<file path="config.mk">
export PLATFORM = sky130hd
export DESIGN_NAME = fetch_unit_flat
export DESIGN_NICKNAME = d
export VERILOG_FILES = /design/src/rtl/fetch_unit_pkg.sv /design/src/rtl/fetch_unit_if.sv /design/src/rtl/fetch_unit_fifo.sv /design/src/rtl/fetch_unit.sv /design/src/flat_wrapper.sv
export SDC_FILE = /design/constraint.sdc
export NUM_CORES = 1
export LEC_CHECK = 0
export CORE_ASPECT_RATIO = 1.2
export CORE_MARGIN = 1.5
export CORE_UTILIZATION = 55
export DETAILED_ROUTE_END_ITERATION = 12
export MAX_ROUTING_LAYER = met4
export PLACE_DENSITY = 0.76
export SLEW_MARGIN = 10
export SYNTH_ARGS = -nofsm -noshare
export SYNTH_HDL_FRONTEND = slang
export SYNTH_SLANG_ARGS = --single-unit
</file>
<file path="constraint.sdc">
create_clock -name clk -period 3.5 [get_ports clk]
set_input_delay 0.35 -clock clk [delete_from_list [all_inputs] [get_ports clk]]
set_output_delay 0.35 -clock clk [all_outputs]
set_load 0.005 [all_outputs]
</file>
<file path="src/rtl/fetch_unit_pkg.sv">
// Shared constants and queue-entry layout for the instruction fetch front end.
// Holds no logic, so it has no latency and no backpressure of its own.
package fetch_unit_pkg;
    localparam int          PC_W_DEF = 10;
    localparam int          PC_STEP  = 4;
    localparam logic [31:0] NOP_INSN = 32'h0000_0013;

    typedef struct packed {
        logic [PC_W_DEF-1:0] pc;
        logic [31:0]         insn;
    } entry_t;

    localparam int ENTRY_W = $bits(entry_t);
endpackage

</file>
<file path="src/rtl/fetch_unit_if.sv">
// Bundles the memory-side and core-side handshakes of the fetch unit.
// master is the fetch unit; slave is the memory/core environment that drives it.
interface fetch_unit_if #(
    parameter int PC_W = 10
);
    logic            imem_req_valid;
    logic            imem_req_ready;
    logic [PC_W-1:0] imem_addr;
    logic            imem_rsp_valid;
    logic [31:0]     imem_rsp_data;
    logic            insn_valid;
    logic            insn_ready;
    logic [31:0]     insn;
    logic [PC_W-1:0] pc;
    logic            redirect;
    logic [PC_W-1:0] redirect_pc;

    modport master (
        output imem_req_valid, imem_addr, insn_valid, insn, pc,
        input  imem_req_ready, imem_rsp_valid, imem_rsp_data, insn_ready, redirect, redirect_pc
    );

    modport slave (
        input  imem_req_valid, imem_addr, insn_valid, insn, pc,
        output imem_req_ready, imem_rsp_valid, imem_rsp_data, insn_ready, redirect, redirect_pc
    );
endinterface

</file>
<file path="src/rtl/fetch_unit_fifo.sv">
// In-order prefetch queue with flush; a push is visible at the head the cycle after it is written.
// No internal backpressure: the caller's credit accounting must keep pushes away from a full queue.
module fetch_fifo #(
    parameter int W     = 42,
    parameter int DEPTH = 4
) (
    input  logic                     clk,
    input  logic                     rst_n,
    input  logic                     push_i,
    input  logic [W-1:0]             push_dat_i,
    input  logic                     pop_i,
    input  logic                     flush_i,
    output logic [W-1:0]             head_dat_o,
    output logic [$clog2(DEPTH):0]   count_o,
    output logic                     empty_o
);
    localparam int AW = $clog2(DEPTH);

    logic [W-1:0]  mem_q [DEPTH];
    logic [AW-1:0] wr_q, rd_q;
    logic [AW:0]   count_q;
    logic          do_pop;

    assign do_pop     = pop_i & (count_q != '0);
    assign head_dat_o = mem_q[rd_q];
    assign count_o    = count_q;
    assign empty_o    = (count_q == '0);

    // Pointers wrap naturally, so DEPTH is expected to be a power of two.
    always_ff @(posedge clk or negedge rst_n) begin
        if (!rst_n) begin
            wr_q    <= '0;
            rd_q    <= '0;
            count_q <= '0;
        end else if (flush_i) begin
            wr_q    <= '0;
            rd_q    <= '0;
            count_q <= '0;
        end else begin
            if (push_i) wr_q <= wr_q + AW'(1);
            if (do_pop) rd_q <= rd_q + AW'(1);
            count_q <= count_q + (AW+1)'(push_i) - (AW+1)'(do_pop);
        end
    end

    always_ff @(posedge clk) begin
        if (push_i && !flush_i) mem_q[wr_q] <= push_dat_i;
    end

    push_when_full: assert property (@(posedge clk) disable iff (!rst_n)
        !(push_i && !flush_i && count_q == (AW+1)'(DEPTH)));
endmodule

</file>
<file path="src/rtl/fetch_unit.sv">
// Sequential instruction fetch with credit-limited prefetch, redirect squash and stale-response drop.
// Response to insn_valid is one cycle; requests stall while memory holds ready low or credit is exhausted.
module fetch_unit
    import fetch_unit_pkg::*;
#(
    parameter int              PC_W     = PC_W_DEF,
    parameter int              DEPTH    = 4,
    parameter logic [PC_W-1:0] RESET_PC = '0
) (
    input logic          clk,
    input logic          reset,
    fetch_unit_if.master bus
);
    localparam int CW = $clog2(DEPTH) + 1;
    localparam int OW = CW + 2;
    localparam int EW = PC_W + 32;

    logic [PC_W-1:0] fetch_pc_q, fetch_pc_d;
    logic [PC_W-1:0] exp_pc_q, exp_pc_d;
    logic [PC_W-1:0] redirect_pc_al;
    logic [CW-1:0]   outst_q, outst_d;
    logic [CW-1:0]   drop_q, drop_d;
    logic [CW-1:0]   q_count;
    logic            q_empty;
    logic            credit, req_acc, rsp_push, rsp_drop, pop;
    logic [EW-1:0]   head_dat;

    assign redirect_pc_al = bus.redirect_pc & ~PC_W'(3);
    // Words already in flight or due to be dropped still own a queue slot.
    assign credit   = (OW'(q_count) + OW'(outst_q) + OW'(drop_q)) < OW'(DEPTH);

    assign bus.imem_req_valid = reset & credit & ~bus.redirect;
    assign bus.imem_addr      = fetch_pc_q;
    assign req_acc  = bus.imem_req_valid & bus.imem_req_ready;
    assign rsp_drop = bus.imem_rsp_valid & (drop_q != '0);
    assign rsp_push = bus.imem_rsp_valid & (drop_q == '0) & ~bus.redirect;
    assign pop      = bus.insn_valid & bus.insn_ready & ~bus.redirect;

    assign bus.insn_valid = ~q_empty;
    assign bus.insn       = q_empty ? '0 : head_dat[31:0];
    assign bus.pc         = q_empty ? '0 : head_dat[EW-1:32];

    always_comb begin
        fetch_pc_d = fetch_pc_q;
        exp_pc_d   = exp_pc_q;
        outst_d    = outst_q;
        drop_d     = drop_q;
        if (bus.redirect) begin
            // Every outstanding word becomes stale; one arriving now is consumed here.
            fetch_pc_d = redirect_pc_al;
            exp_pc_d   = redirect_pc_al;
            outst_d    = '0;
            drop_d     = drop_q + outst_q - CW'(bus.imem_rsp_valid);
        end else begin
            if (req_acc)  fetch_pc_d = fetch_pc_q + PC_W'(PC_STEP);
            if (rsp_push) exp_pc_d   = exp_pc_q + PC_W'(PC_STEP);
            outst_d = outst_q + CW'(req_acc) - CW'(rsp_push);
            if (rsp_drop) drop_d = drop_q - CW'(1);
        end
    end

    always_ff @(posedge clk or negedge reset) begin
        if (!reset) begin
            fetch_pc_q <= RESET_PC;
            exp_pc_q   <= RESET_PC;
            outst_q    <= '0;
            drop_q     <= '0;
        end else begin
            fetch_pc_q <= fetch_pc_d;
            exp_pc_q   <= exp_pc_d;
            outst_q    <= outst_d;
            drop_q     <= drop_d;
        end
    end

    fetch_fifo #(
        .W     (EW),
        .DEPTH (DEPTH)
    ) u_fifo (
        .clk        (clk),
        .rst_n      (reset),
        .push_i     (rsp_push),
        .push_dat_i ({exp_pc_q, bus.imem_rsp_data}),
        .pop_i      (pop),
        .flush_i    (bus.redirect),
        .head_dat_o (head_dat),
        .count_o    (q_count),
        .empty_o    (q_empty)
    );
endmodule

</file>
<file path="src/flat_wrapper.sv">
// flat-port wrapper written by rule: the top's interface ports become plain ports
module fetch_unit_flat import fetch_unit_pkg::*;
#(
    parameter int              PC_W     = PC_W_DEF,
    parameter int              DEPTH    = 4,
    parameter logic [PC_W-1:0] RESET_PC = '0
)
  (clk, reset, bus_imem_req_valid, bus_imem_addr, bus_insn_valid, bus_insn, bus_pc, bus_imem_req_ready, bus_imem_rsp_valid, bus_imem_rsp_data, bus_insn_ready, bus_redirect, bus_redirect_pc);
  fetch_unit_if #(.PC_W(PC_W)) bus_i ();
  input logic clk;
  input logic reset;
  output wire logic [$bits(bus_i.imem_req_valid)-1:0] bus_imem_req_valid;
  output wire logic [$bits(bus_i.imem_addr)-1:0] bus_imem_addr;
  output wire logic [$bits(bus_i.insn_valid)-1:0] bus_insn_valid;
  output wire logic [$bits(bus_i.insn)-1:0] bus_insn;
  output wire logic [$bits(bus_i.pc)-1:0] bus_pc;
  input wire logic [$bits(bus_i.imem_req_ready)-1:0] bus_imem_req_ready;
  input wire logic [$bits(bus_i.imem_rsp_valid)-1:0] bus_imem_rsp_valid;
  input wire logic [$bits(bus_i.imem_rsp_data)-1:0] bus_imem_rsp_data;
  input wire logic [$bits(bus_i.insn_ready)-1:0] bus_insn_ready;
  input wire logic [$bits(bus_i.redirect)-1:0] bus_redirect;
  input wire logic [$bits(bus_i.redirect_pc)-1:0] bus_redirect_pc;
  assign bus_imem_req_valid = bus_i.imem_req_valid;
  assign bus_imem_addr = bus_i.imem_addr;
  assign bus_insn_valid = bus_i.insn_valid;
  assign bus_insn = bus_i.insn;
  assign bus_pc = bus_i.pc;
  assign bus_i.imem_req_ready = bus_imem_req_ready;
  assign bus_i.imem_rsp_valid = bus_imem_rsp_valid;
  assign bus_i.imem_rsp_data = bus_imem_rsp_data;
  assign bus_i.insn_ready = bus_insn_ready;
  assign bus_i.redirect = bus_redirect;
  assign bus_i.redirect_pc = bus_redirect_pc;
  fetch_unit #(.PC_W(PC_W), .DEPTH(DEPTH), .RESET_PC(RESET_PC)) u_core (.clk(clk), .reset(reset), .bus(bus_i));
endmodule
</file>
==> results.toml, run 1 <==
[synth]
synth_top_area_share_pct = 60.03
synth_enable_flop_cells = 160
synth_top_family_by_area = "multiplexers"
synth_sequential_area_ratio_pct = 69.09
synth.area.top_cells = "edfxtp_1 60%, mux4_2 11%, dfrtp_1 9.1%"
synth_cell_type_count = 47
yosys.area_share.simple_pct = 7.707
synthArstFlopShare_pct = 15.34
synth_compound_area_share_pct = 2.814
syn_area_mm2 = 0.008004
yosys_warnings = 0
ys_seq_elements = 189
dominantRegCellSynth = "edfxtp_1"
synth.largest_area_cell = "edfxtp_1"
post_synthesis_mean_instance_area_um2 = 17.44
synth-xor-area-share_pct = 2.079
synthesis.instances = 459
synth_adder_area_share_pct = 4.127
synth.mux.area_fraction_pct = 11.63

[clock_tree]
cts.reportedPaths.clkPinSlew_ns = 0.06
cts.sink_count = 189
clock_path_buffers = 2
clock_tree_from_tritoncts = "done"
cts.root.buffer_cell = "clkbuf_16"
worstSkewPairLatency_ns = 0.43
numCtsBuffers = 17
cts.htree.levels = 4

[timing]
grt_setup_unrepaired = "no"
hold_ws_ns = 0.3600
finalWorstPathRequiredPeriod_ns = 3.326
measured_slew_at_the_worst_slew_check_pin_ns = 0.6430
clock.fmax_ghz = 0.3007
timing_max_transition_violations_final = 0
layout_setup_ws_ns = 0.1741
finalSetupTns_ns = 0
relSlewSlack_pct = 57.14
final.period_utilization_pct = 95.02
final_hold_viol_count = 0
skew_ns = 0.005867
final-setup-viol-count = 0

[critical_path]
critical_path_launch_point = "u_core.u_fifo.count_o[0]"
reg2reg_slack_ns = 0.48
reg2reg_from = "u_core.u_fifo.count_o[0]"
type_of_the_worst_setup_path = "flip-flop to output port"
endpoint_kind = "output port"
path_cells = "ha_1 > fa_1 > xor2_1 > ha_1 > nor4b_4 > nand3_4 > nor2_1 > clkdlybuf4s50_1"
timing.critical_path.required_ns = 3.15
critical-path-slowest-cell = "clkdlybuf4s50_1"
critPathMostFrequentCell = "ha_1"
cp_data_arrival_time_ns = 2.98
critical_path_peak_fanout = 8
max_incr_delay_on_cp_ns = 0.51
startpoint_type = "flip-flop"

[power]
overall_power_consumption_w = 0.006649
worst_ir_drop_vdd_mv = 0.3506
power.density_cell_area_mw_per_mm2 = 673.8
leakage_nw = 3.412

[routing]
via_count = 4395
viasPerCell = 5.813
routedWlPerCell_um = 20.63
detail_route.wirelength_um = 15600
drt_iter0_drcs = 321
drcViolationCount = 0
post_route_ant_nets = 0
drt-pass1-iter-count = 5

[floorplan]
chipWidth_um = 113.1
fp.dieArea_mm2 = 0.01529
die_h_um = 135.2
top_level_pins = 102
floorplan.initialDensity_pct = 56.00
rows = 48
floorplan.core_area_mm2 = 0.01429

[global_routing]
grt-busiest-layer = "met2"
global_route_total_overflow = 0
grt_pass1_vias = 4623
grt_first_pass_wirelength_um = 24490
largest_net_degree_at_the_start_of_global_routing = 44
antenna_violations_before_repair = 0
grt.met3_usage_pct = 4.922
gr-usage-all-layers_pct = 22.22
grtUsageMet2_pct = 38.32
grt.met1_usage_pct = 26.23

[layout]
final_common_cell = "edfxtp_1"
postLayoutCoreUtil_pct = 69.04
antenna_cells_inserted = 0
areaGrowthSynthToFinish_pct = 23.29
final_layout_size_suffix_gt1_share_pct = 16.01
ff_latch_area_mm2 = 0.005533
fill_cells = 950
layout_common_cells = "160 x edfxtp_1, 95 x clkdlybuf4s50_1, 42 x and2_1"
area_of_the_multi_input_gates_mm2 = 0.002290
nNetsFinal = 640

[placed_design]
placement.io_buffers = 95
post-place-ws_ns = 0.4139
gpl.final_weighted_congestion = 0.8453
place.detailed.hpwl_um = 9756

[run_status]
outcome = "completed"

[flow_run]
maxCapViolCount = 0

[worst_hold_path]
min-delay-path-class = "input pin to async pin"
worst paths after layout:
| path | cells past startpoint | end |
|---|---|---|
| hold / removal | 2 | u_core.outst_q[0] |
| min in group clk | 3 | u_core.exp_pc_q[6] |
| hold reg to reg | 1 | u_core.drop_q[2] |
| max in group asynchronous | 2 | u_core.u_fifo.rd_q[1] |
| setup / recovery | 8 | bus_imem_req_valid |
| setup reg to reg | 12 | u_core.outst_q[2] |
kinds of logic after synthesis:
kind of cell,Yosys count
mux,43
flops,189
xor+xnor,19
buf+inv,45
compound gates,32
simple gates,106
fa+ha+maj,24
other cells,1
report_power, final:
part / total, W / switching (W) / internal, W
logic: 0.00195 / 0.000824 / 0.00113
registers: 0.00272 / 0.000149 / 0.00257
clock network: 0.00198 / 0.000788 / 0.00119
routing by layer:
layer,vias up,wire length (um)
met5,-,0
met4,0,177
met2,140,8387
li1,1962,-
met3,13,698
met1,2280,6332
cell usage after synthesis (5+ instances only):
| cell | count |
|---|---|
| ha_1 | 20 |
| clkbuf_1 | 9 |
| inv_1 | 22 |
| nand2_1 | 16 |
| o21ai_0 | 9 |
| xnor2_1 | 13 |
| edfxtp_1 | 160 |
| buf_2 | 5 |
| dfrtp_1 | 29 |
| nor2_1 | 18 |
| mux4_2 | 40 |
| and2_1 | 46 |
| xor2_1 | 6 |
registers in the layout, summed over array words and instances (netlist names):
name	flops
u_core.u_fifo.count_o	3
u_core.u_fifo.wr_q	2
u_core.outst_q	3
u_core.u_fifo.rd_q	2
u_core.u_fifo.mem_q	160
u_core.exp_pc_q	8
u_core.bus.imem_addr	8
u_core.drop_q	3
critical path: cells and delay by family (launching register included):
family	cells	cell delay, ns
adder cells (fa/ha/maj)	3	0.92
flip-flops	1	0.39
AND/OR/NAND/NOR	3	0.57
XOR/XNOR	1	0.16
buffers and inverters	1	0.51
metrics by stage:
stage | instances | cell area (um2)
after floorplan | 462 | 8015
after global placement | 724 | 9263
after detailed placement | 724 | 9263
after CTS | 756 | 9868
after global routing | 756 | 9868
final | 756 | 9868
what timing repair did:
action,in CTS,in global routing
endpoints found under the setup margin,0,1
buffers inserted,0,0
resized for setup,0,0
hold buffers,0,0
area by class of cell:
| cell class | instances | share of cell area, % |
|---|---|---|
| Multi-Input combinational cell | 228 | 23.20 |
| Clock buffer | 20 | 4.425 |
| Inverter | 22 | 0.8368 |
| Sequential cell | 189 | 56.07 |
| Clock inverter | 12 | 1.712 |
| Timing Repair Buffer | 110 | 11.54 |
| Tap cell | 175 | 2.219 |
No activity file was read; power rests on OpenSTA's default activity.
==> run 2: changes to the inputs <==
--- a/config.mk
+++ b/config.mk
@@ -11,6 +11,7 @@
 export DETAILED_ROUTE_END_ITERATION = 12
 export MAX_ROUTING_LAYER = met4
 export PLACE_DENSITY = 0.76
+export SKIP_CTS_REPAIR_TIMING = 1
 export SLEW_MARGIN = 10
 export SYNTH_ARGS = -nofsm -noshare
 export SYNTH_HDL_FRONTEND = slang
==> results of run 2 <==
The final DEF is identical to that of run 1; final timing and power are the same.
==> run 3: changes to the inputs <==
--- a/config.mk
+++ b/config.mk
@@ -5,7 +5,7 @@
 export SDC_FILE = /design/constraint.sdc
 export NUM_CORES = 1
 export LEC_CHECK = 0
-export CORE_ASPECT_RATIO = 1.2
+export CORE_ASPECT_RATIO = 0.7
 export CORE_MARGIN = 1.5
 export CORE_UTILIZATION = 55
 export DETAILED_ROUTE_END_ITERATION = 12
@@ -16,3 +16,4 @@
 export SYNTH_ARGS = -nofsm -noshare
 export SYNTH_HDL_FRONTEND = slang
 export SYNTH_SLANG_ARGS = --single-unit
+export TNS_END_PERCENT = 100
==> run 3 against run 2 <==
Against the previous run:
- global-route usage fell by 0.43 points
- combinational power barely moved
- final area fell by 0.56%
- via count fell by 1.9%
- core utilization rose by 0.79 points
- clock power fell by 7%
==> results.toml, run 3 (same netlist as run 1, synthesis figures left out) <==
[run_status]
outcome = "completed"

[timing]
final.period_utilization_pct = 95.53
clock.fmax_ghz = 0.2991
finalWorstPathRequiredPeriod_ns = 3.344
relSlewSlack_pct = 55.55
skew_ns = 0.008471
final_hold_viol_count = 0
final-setup-viol-count = 0
grt_setup_unrepaired = "no"
finalSetupTns_ns = 0
timing_max_transition_violations_final = 0
measured_slew_at_the_worst_slew_check_pin_ns = 0.6668
layout_setup_ws_ns = 0.1563

[critical_path]
critical_path_peak_fanout = 8
timing.critical_path.required_ns = 3.15
max_incr_delay_on_cp_ns = 0.50
startpoint_type = "flip-flop"
critical_path_launch_point = "u_core.u_fifo.count_o[0]"
type_of_the_worst_setup_path = "flip-flop to output port"
endpoint_kind = "output port"
reg2reg_from = "u_core.u_fifo.count_o[0]"
reg2reg_slack_ns = 0.40
critical-path-slowest-cell = "clkdlybuf4s50_1"
path_cells = "ha_1 > fa_1 > xor2_1 > ha_1 > nor4b_4 > nand3_4 > nor2_1 > clkdlybuf4s50_1"
critPathMostFrequentCell = "ha_1"
cp_data_arrival_time_ns = 2.99

[clock_tree]
numCtsBuffers = 17
cts.htree.levels = 4
worstSkewPairLatency_ns = 0.43
clock_path_buffers = 2
clock_tree_from_tritoncts = "done"
cts.sink_count = 189
cts.root.buffer_cell = "clkbuf_16"
cts.reportedPaths.clkPinSlew_ns = 0.07

[layout]
areaGrowthSynthToFinish_pct = 22.60
postLayoutCoreUtil_pct = 69.83
nNetsFinal = 639
final_layout_size_suffix_gt1_share_pct = 16.38
fill_cells = 907
largest_reg_flops = 160
final_common_cell = "edfxtp_1"
top_register = "u_core.u_fifo.mem_q"
antenna_cells_inserted = 0
layout_common_cells = "160 x edfxtp_1, 95 x clkdlybuf4s50_1, 42 x and2_1"

[floorplan]
floorplan.core_area_mm2 = 0.01405
top_level_pins = 102
die_h_um = 103.9
rows = 36
floorplan.initialDensity_pct = 56.95
fp.dieArea_mm2 = 0.01530
chipWidth_um = 147.2

[power]
leakage_nw = 3.387
power.density_cell_area_mw_per_mm2 = 664.0
overall_power_consumption_w = 0.006516
worst_ir_drop_vdd_mv = 0.4173

[global_routing]
antenna_violations_before_repair = 0
largest_net_degree_at_the_start_of_global_routing = 41
grt_first_pass_wirelength_um = 24130
grt_pass1_vias = 4586
gr-usage-all-layers_pct = 21.78
global_route_total_overflow = 0

[routing]
post_route_ant_nets = 0
drt-pass1-iter-count = 4
viasPerCell = 5.601
via_count = 4313
drt_iter0_drcs = 248
detail_route.wirelength_um = 15100
drcViolationCount = 0
routedWlPerCell_um = 19.61

[placed_design]
gpl.final_weighted_congestion = 0.7834
placement.io_buffers = 95
post-place-ws_ns = 0.4069
place.detailed.hpwl_um = 9655

[flow_run]
maxCapViolCount = 0

[worst_hold_path]
min-delay-path-class = "input pin to async pin"
[run 3: final cells by class]
type	instances	area, um2	area share [%]
inverters	22	82.58	0.8415
flip-flops and latches	189	5533	56.38
clock buffers	19	432.9	4.412
multi-input cells	228	2290	23.33
clock inverters	13	131.4	1.339
well taps	190	237.7	2.423
repair buffers	109	1106	11.27
[run 3: layer usage]
layer  vias up  GRT usage [%]  part of all wire (%)
met5         -              -                     0
met4         0          6.000                   1.1
met3        14          6.009                   6.2
met2       130          32.36                    47
met1      2211          30.08                    46
li1       1958              -                     -
[run 3: worst paths after layout]
path | endpoint | depth (start not counted)
worst max-delay path | bus_imem_req_valid | 8
worst min-delay path | u_core.bus.imem_addr[2] | 2
worst max register to register | u_core.outst_q[2] | 12
worst min register to register | u_core.drop_q[2] | 1
max in group asynchronous | u_core.u_fifo.rd_q[0] | 2
min in group clk | u_core.exp_pc_q[7] | 3
[run 3: power breakdown]
group | switching, W | total (W) | internal [W] | leakage [nW]
Clock | 0.000837 | 0.00184 | 0.000999 | 0.271
Combinational | 0.000824 | 0.00196 | 0.00113 | 1.32
Sequential | 0.000155 | 0.00273 | 0.00257 | 1.80
[run 3: per-stage QoR]
step                      cell area [um2]  std cells  hold WS [ns]
after floorplan                      8015        462       0.05441
after global placement               9249        738        0.5514
after detailed placement             9249        738        0.5535
after CTS                            9813        770        0.3731
after global routing                 9813        770        0.4112
final                                9813        770        0.3868
[run 3: critical path: cells and delay by family (launching register included)]
| family | cells | cell delay, ns |
|---|---|---|
| flops | 1 | 0.40 |
| xor+xnor | 1 | 0.16 |
| simple gates | 3 | 0.58 |
| fa+ha+maj | 3 | 0.92 |
| buf+inv | 1 | 0.50 |
